==> config.mk <==
export PLATFORM = sky130hd
export DESIGN_NAME = sr16_serializer
export DESIGN_NICKNAME = d
export VERILOG_FILES = /design/src/rtl/sr16_pkg.sv /design/src/rtl/sr16_clkgen.sv /design/src/rtl/sr16_serializer.sv
export SDC_FILE = /design/constraint.sdc
export NUM_CORES = 1
export LEC_CHECK = 0
export CORE_MARGIN = 5
export CORE_UTILIZATION = 50
export CTS_CLUSTER_SIZE = 20
export DETAILED_ROUTE_END_ITERATION = 6
export GPL_TIMING_DRIVEN = 0
export MAX_ROUTING_LAYER = met4
export PLACE_DENSITY = 0.85
export SYNTH_ARGS = -nofsm -noshare
export SYNTH_HDL_FRONTEND = slang
export SYNTH_SLANG_ARGS = --single-unit
==> constraint.sdc <==
create_clock -name serdata_clock -period 3.4 [get_ports serdata_clock]
set_clock_uncertainty 0.05 [all_clocks]
set_input_delay 0.51 -clock serdata_clock [delete_from_list [all_inputs] [get_ports serdata_clock]]
set_output_delay 0.51 -clock serdata_clock [all_outputs]
set_load 0.05 [all_outputs]
==> src/rtl/sr16_pkg.sv <==
// sr16_pkg: shared types and constants for the sr16 serial-load transmitter.
//   sr16_state_e : transmitter FSM states (IDLE, PRESET, SHIFT)
//   SR16_WIDTH   : default frame width in bits
package sr16_pkg;

  localparam int unsigned SR16_WIDTH = 16;

  typedef enum logic [1:0] {
    ST_IDLE   = 2'd0,
    ST_PRESET = 2'd1,
    ST_SHIFT  = 2'd2
  } sr16_state_e;

endpackage

==> src/rtl/sr16_clkgen.sv <==
// sr16_clkgen: serial-clock phase divider for the sr16 transmitter.
// One serial period is 2*CLK_DIV system clocks: CLK_DIV low, then CLK_DIV high.
// While disabled the divider sits at the start of the low phase, so every
// enable begins a fresh low phase.
// Ports:
//   clk_i        system clock
//   rst_i        synchronous active-high reset
//   en_i         run the divider (held at phase start when low)
//   rise_tick_o  strobe in the cycle before the serial clock must rise
//   fall_tick_o  strobe in the cycle before the serial clock must fall
module sr16_clkgen
  import sr16_pkg::*;
#(
  parameter int unsigned CLK_DIV = 4
) (
  input  logic clk_i,
  input  logic rst_i,
  input  logic en_i,
  output logic rise_tick_o,
  output logic fall_tick_o
);

  localparam int unsigned     CW      = $clog2(CLK_DIV) + 1;
  localparam logic [CW-1:0]   RISE_AT = CW'(CLK_DIV - 1);
  localparam logic [CW-1:0]   FALL_AT = CW'(2 * CLK_DIV - 1);
  localparam logic [CW-1:0]   ONE     = CW'(1);

  logic [CW-1:0] cnt_q, cnt_d;

  always_comb begin
    cnt_d       = '0;
    rise_tick_o = 1'b0;
    fall_tick_o = 1'b0;
    if (en_i) begin
      rise_tick_o = (cnt_q == RISE_AT);
      fall_tick_o = (cnt_q == FALL_AT);
      // Explicit restart at the end of the period; never relies on overflow.
      cnt_d       = (cnt_q == FALL_AT) ? '0 : cnt_q + ONE;
    end
  end

  always_ff @(posedge clk_i) begin
    if (rst_i) begin
      cnt_q <= '0;
    end else begin
      cnt_q <= cnt_d;
    end
  end

endmodule

==> src/rtl/sr16_serializer.sv <==
// sr16_serializer: transmit end of the 16b serial link into a divider's
// shift-register receiver. Accepts a parallel word over valid/ready and
// shifts it out MSB first with a generated serial clock, shift enable and
// output enable. soe_out is held low for the whole frame so the receiver
// never shows partial data.
// Build option: define SR16_TX_PRESET_EN to insert a one-serial-period
// PRESET phase (srst_out=1, sen_out=0, one sclk_out rising edge) before the
// shift; otherwise srst_out is tied low.
// Ports:
//   serdata_clock  system clock, posedge
//   serdata_reset  synchronous active-high reset
//   load_data      word to transmit, sampled on accept
//   load_valid     load_data is valid
//   load_ready     idle; accept = load_valid & load_ready
//   sclk_out       serial clock, idles low
//   sdata_out      serial data, MSB first
//   sen_out        receiver shift enable
//   soe_out        receiver output enable
//   srst_out       receiver register reset (preset build only)
//   done           one-cycle pulse at frame completion
module sr16_serializer
  import sr16_pkg::*;
#(
  parameter int unsigned WIDTH   = SR16_WIDTH,
  parameter int unsigned CLK_DIV = 4
) (
  input  logic             serdata_clock,
  input  logic             serdata_reset,
  input  logic [WIDTH-1:0] load_data,
  input  logic             load_valid,
  output logic             load_ready,
  output logic             sclk_out,
  output logic             sdata_out,
  output logic             sen_out,
  output logic             soe_out,
  output logic             srst_out,
  output logic             done
);

  localparam int unsigned    BCW       = $clog2(WIDTH + 1);
  localparam logic [BCW-1:0] BITS_INIT = BCW'(WIDTH);
  localparam logic [BCW-1:0] LAST_BIT  = BCW'(1);

  sr16_state_e      state_q, state_d;
  logic [WIDTH-1:0] shreg_q, shreg_d;
  logic [BCW-1:0]   bitcnt_q, bitcnt_d;   // bits still to be shifted
  logic             sclk_q, sclk_d;
  logic             sdata_q, sdata_d;
  logic             sen_q, sen_d;
  logic             soe_q, soe_d;
  logic             done_q, done_d;
`ifdef SR16_TX_PRESET_EN
  logic             srst_q, srst_d;
`endif

  logic accept;
  logic clk_en;
  logic rise_tick;
  logic fall_tick;

  assign load_ready = (state_q == ST_IDLE);
  assign accept     = load_valid & load_ready;
  assign clk_en     = (state_q != ST_IDLE);

  sr16_clkgen #(
    .CLK_DIV (CLK_DIV)
  ) u_clkgen (
    .clk_i       (serdata_clock),
    .rst_i       (serdata_reset),
    .en_i        (clk_en),
    .rise_tick_o (rise_tick),
    .fall_tick_o (fall_tick)
  );

  always_comb begin
    state_d  = state_q;
    shreg_d  = shreg_q;
    bitcnt_d = bitcnt_q;
    sclk_d   = sclk_q;
    sdata_d  = sdata_q;
    sen_d    = sen_q;
    soe_d    = soe_q;
    done_d   = 1'b0;
`ifdef SR16_TX_PRESET_EN
    srst_d   = srst_q;
`endif

    case (state_q)
      ST_IDLE: begin
        if (accept) begin
          shreg_d  = load_data;
          bitcnt_d = BITS_INIT;
          soe_d    = 1'b0;
`ifdef SR16_TX_PRESET_EN
          state_d  = ST_PRESET;
          srst_d   = 1'b1;
          sen_d    = 1'b0;
          sdata_d  = 1'b0;
`else
          // First bit is presented at the start of the first low phase.
          state_d  = ST_SHIFT;
          sen_d    = 1'b1;
          sdata_d  = load_data[WIDTH-1];
`endif
        end
      end

`ifdef SR16_TX_PRESET_EN
      ST_PRESET: begin
        if (rise_tick) begin
          sclk_d = 1'b1;
        end
        if (fall_tick) begin
          sclk_d  = 1'b0;
          srst_d  = 1'b0;
          sen_d   = 1'b1;
          sdata_d = shreg_q[WIDTH-1];
          state_d = ST_SHIFT;
        end
      end
`endif

      ST_SHIFT: begin
        if (rise_tick) begin
          sclk_d = 1'b1;
        end
        if (fall_tick) begin
          sclk_d = 1'b0;
          if (bitcnt_q == LAST_BIT) begin
            state_d  = ST_IDLE;
            sen_d    = 1'b0;
            soe_d    = 1'b1;
            done_d   = 1'b1;
            sdata_d  = 1'b0;
            bitcnt_d = '0;
          end else begin
            // sdata_q already shows shreg_q[WIDTH-1]; the next bit is one below.
            shreg_d  = {shreg_q[WIDTH-2:0], 1'b0};
            sdata_d  = shreg_q[WIDTH-2];
            bitcnt_d = bitcnt_q - LAST_BIT;
          end
        end
      end

      default: begin
        state_d = ST_IDLE;
      end
    endcase
  end

  always_ff @(posedge serdata_clock) begin
    if (serdata_reset) begin
      state_q  <= ST_IDLE;
      shreg_q  <= '0;
      bitcnt_q <= '0;
      sclk_q   <= 1'b0;
      sdata_q  <= 1'b0;
      sen_q    <= 1'b0;
      soe_q    <= 1'b0;
      done_q   <= 1'b0;
    end else begin
      state_q  <= state_d;
      shreg_q  <= shreg_d;
      bitcnt_q <= bitcnt_d;
      sclk_q   <= sclk_d;
      sdata_q  <= sdata_d;
      sen_q    <= sen_d;
      soe_q    <= soe_d;
      done_q   <= done_d;
    end
  end

`ifdef SR16_TX_PRESET_EN
  always_ff @(posedge serdata_clock) begin
    if (serdata_reset) begin
      srst_q <= 1'b0;
    end else begin
      srst_q <= srst_d;
    end
  end
  assign srst_out = srst_q;
`else
  assign srst_out = 1'b0;
`endif

  assign sclk_out  = sclk_q;
  assign sdata_out = sdata_q;
  assign sen_out   = sen_q;
  assign soe_out   = soe_q;
  assign done      = done_q;

endmodule

* Word level (Yosys, flattened, before mapping) *
Index checks and enable logic that the tools add are counted.

word-level totals
  latch bits = 0
  flip-flop bits (word level) = 30
  memory bits (read-only) = 0
  memories = 0
  output and inout bits = 7
  RAM bits = 0

operators by class
  shift operators = 0
  reductions and logical operators = 11
  eq/ne operators = 8
  muxes and demuxes = 29
  add/subtract/negate cells = 2
  div/mod/pow operators = 0
  bitwise operators = 4
  magnitude comparators = 0
  $mul = 0

operator list
  kind                                              count
  two-way mux 15 bit                                3
  case mux 15 bit (2 select lines)                  1
  two-way mux 5 bit                                 3
  two-way mux 1 bit                                 14
  case mux 5 bit (2 select lines)                   1
  AND reduction 4 bit                               2
  two-way mux 2 bit                                 3
  != test 2 bit, second input constant              3
  case mux 1 bit (2 select lines)                   3
  AND reduction 3 bit                               2
  nonzero test 2 bit                                3
  OR reduction 3 bit                                2
  == test 5 x 1 -> 1 bit, second input constant     1
  subtractor 5 x 1 -> 5 bit, second input constant  1
  case mux 2 bit (2 select lines)                   1
  adder 3 x 1 -> 3 bit, second input constant       1
  == test 3 x 2 -> 1 bit, second input constant     1
  == test 3 bit, second input constant              1
  NOT 1 bit                                         3
  == test 2 bit, second input constant              1
  zero test 2 bit                                   1
  != test 2 x 1 -> 1 bit, second input constant     1
  AND reduction 2 bit                               1
  bitwise AND 1 bit                                 1

* Longest topological paths before layout *
  depth in word-level cells = 4
  depth in mapped cells = 7
  depth with buffers taken out = 5

* Cells and area by module *
A second synthesis with hierarchy kept.

second synthesis, totals
  cell total of the unflattened synthesis = 138
  area, all modules = 1,380.1 µm²

modules (own cells, without submodules)
  module           cells an instance  area each (µm²)  times used  sequential area each (µm²)
  sr16_serializer  126                1,233.7          1           500.5
  sr16_clkgen      12                 146.4            1           60.1

* Worst setup path after synthesis *
Ideal clock, no wire load.

  path type = register to output
  from = register state_q[1]
  to = output port load_ready
  slack = 1,353 ps
  data required time = 2,840 ps
  arrival = 1,487 ps
  stages on the path, launching flop included = 4
  cell sequence = dfxtp_1 -> buf_2 -> buf_1 -> inv_1

on the way
  cells in the longest elaborated chain, start to end = 1

RTL lines
  item                    RTL line                RTL
  start, declared         sr16_serializer.sv:44   sr16_state_e state_q, state_d;
  start signal, assigned  sr16_serializer.sv:162  state_q <= state_d;
  zero test 2 bit         sr16_serializer.sv:61   assign load_ready = (state_q == ST_IDLE);
  end, declared           sr16_serializer.sv:31   output logic load_ready,

Every way passes these cells.

* Final worst setup path *
Same ends and word-level chain as after synthesis.

==> metrics.txt <==
remaining antenna violation count after routing=0; Fmax=377 MHz; Layout Utilization=61.8%; Synth Area in Adders=4.52%; max cap viols=0; Slew headroom=approximately 67%; H-tree depth=1; CP Data Required Time=2.84 ns; Worst Hold Class=register to register; Post-synth EDFFs=0; CTS root buf=clkbuf_4; Area after DPL=1650 sq um; worst vdd ir=~0.27 mV; Mean Syn Cell Area=roughly 9.7 sq um; # diodes=0; worst-case clock buffer depth=2; Setup CP Type=register to output port; Num CTS Buffers=3; clk sinks=28; Top Ports=26; Distinct cells, synth=35; top post-synthesis cells by area=dfxtp_1 (41%), a211oi_1 (13%), mux2i_1 (11%); Post-Syn Instances=143; fin crit share=78.0%; final instance area=roughly 1700 sq um; setup repair bufs after CTS=0; crit-path max FO=10; Yosys top cell by area=dfxtp_1; Global Route met1 Usage=17.9%; sequential share of the synthesized area=between 40% and 50%; ys flop type=dfxtp_1; RePlAce Congestion=~0.79; Reg area=roughly 560 sq um; Die W=62.6 microns; mux contribution to synthesized area=10.9%; Worst setup SP type=register; Total Nets Final=195; Final Critical Period=2.65 ns; 1st-iter DRT viols=22; status=completed; Via Count=1186; die area=3920 sq um; Initial Util=51.0%; first-pass GRT wire length=5110 microns; GR Util met3=under 10%; All-Layer GR Usage=15.8%; Routed WL=around 3000 microns; Post-CTS Resized=0; Final Hold Vio Count=0; DP HPWL=around 2300 microns; CTS Hold Bufs=0; Seq cells post-synth=28; Clock transition at path regs=0.14 ns; IO Port Bufs=23; Power Density=360 nW/um^2; top cell type's share of synthesized area=40.5%; GR peak layer=met2; Final Max Slew Viols=0; nature of the critical path endpoint=output port; Mapped Area=1380 sq um; vias in the first global route=1181; Die Height=about 63 microns; setup TNS=0 ns; Cell Rows=19; ys async rst share=0%; Crit path arrival time=2.09 ns; Synth Area in Compound Gates=24.9%; CORE AREA=2710 sq um; routed vias/inst=5.93; Simple-Gate Fraction of Synth Area=12.4%; detailed-route wire length per cell=approximately 15 microns; largest net degree at the start of global routing=15; share of cells above drive strength 1=10.7%; largest family of logic cells by synthesized area=compound AO/OA/AOI/OAI gates; Multi-input gate area=732 sq um; Least-Margin Pin Slew=0.497 ns; Initial DRT Pass Iterations=4; unrepaired setup endpoints after global routing=false; GRT met2 Usage=27.1%; CTS tree=done; grt ovf=0; initial antenna violation count=0; Setup violations, final=0; DRC violations left=0; Pleak=0.596 nW; area grow syn2layout=21.1%; synth warn=0; FILL cells=246; Synth Area in XOR/XNOR=0%; Mapped Nets=167; Worst-Skew Late Latency=0.32 ns
[synth_stat cells (all sizes together) (2+ instances only)]
| library cell | count |
|---|---|
| a31oi | 2 |
| o211ai | 2 |
| nand3 | 3 |
| nor3 | 2 |
| mux2i | 15 |
| o21ai | 2 |
| dfxtp | 28 |
| clkbuf | 6 |
| nor2 | 5 |
| inv | 4 |
| a21oi | 5 |
| a211oi | 30 |
| nor3b | 2 |
| nand2 | 9 |
| buf | 9 |
| ha | 5 |
[cell type report]
type | instances | share of cell area (%)
Timing Repair Buffer | 23 | 13.8
Clock buffer | 3 | 1.35
Multi-Input combinational cell | 96 | 43.7
Tap cell | 31 | 2.32
Sequential cell | 28 | 33.5
Inverter | 4 | 0.897
Buffer | 15 | 4.48
[per-layer routing]
layer  up-vias  wire length [microns]
li1        590                      -
met1       557                   1370
met2        32                   1460
met3         7                    121
met4         0                     40
met5         -                      0
[registers in the layout, indices dropped and copies added, names as in the netlist]
| name | flops |
|---|---|
| sclk_out | 1 |
| state_q | 1 |
| sdata_out | 1 |
| shreg_q | 15 |
| done | 1 |
| u_clkgen.cnt_q | 3 |
| bitcnt_q | 5 |
| soe_out | 1 |
[cells by family after synthesis]
kind of cell / after synthesis
adders and majority gates: 5
muxes: 15
DFF: 28
buffers and inverters: 19
and+or+nand+nor: 31
other: 1
AOI/OAI and AO/OA: 44
[layout by cell type, fill, tap and decap left out, types with 2 or more instances in the layout]
| cell | n |
|---|---|
| mux2i_1 | 15 |
| nor2_1 | 5 |
| o211ai_1 | 2 |
| nand3_1 | 3 |
| inv_1 | 4 |
| ha_1 | 5 |
| dfxtp_1 | 28 |
| nor3_1 | 2 |
| clkdlybuf4s50_1 | 23 |
| clkbuf_4 | 3 |
| nand2_1 | 9 |
| a21oi_1 | 5 |
| a211oi_2 | 6 |
| clkbuf_1 | 6 |
| a211oi_1 | 24 |
| buf_2 | 6 |
| a31oi_1 | 2 |
| nor3b_1 | 2 |
[power by group]
group          internal, mW  total [mW]  switching (mW)  leakage (nW)
Clock                0.0415       0.135          0.0935        0.0138
Combinational        0.0539       0.110          0.0566         0.353
Sequential            0.346       0.357          0.0112         0.230
Total                 0.442       0.603           0.161         0.596
[through the flow]
stage                     worst slack (ns)  cells  total power [mW]  hold slack [ns]
after floorplan                       1.35    143             0.434            0.348
after detailed placement              1.05    197             0.475            0.367
after global routing                 0.572    200             0.629            0.397
after CTS                            0.742    200             0.605            0.385
after global placement                1.12    197             0.470            0.359
final                                0.748    200             0.603            0.383
[critical path, cell delays in order (launching register included)]
cell,delay [ns]
dfxtp_1,0.36
buf_2,0.22
buf_1,0.42
inv_1,0.07
clkdlybuf4s50_1,0.71
[path summary, 6_finish.rpt]
path,from,endpoint,slack [ns],cells past startpoint
max reg2reg,u_clkgen.cnt_q[0],shreg_q[9],1.37,6
min,u_clkgen.cnt_q[0],u_clkgen.cnt_q[0],0.38,1
min reg2reg,u_clkgen.cnt_q[0],u_clkgen.cnt_q[0],0.38,1
max,state_q[1],load_ready,0.75,4
Note: power is estimated with default switching activity, not from simulation.
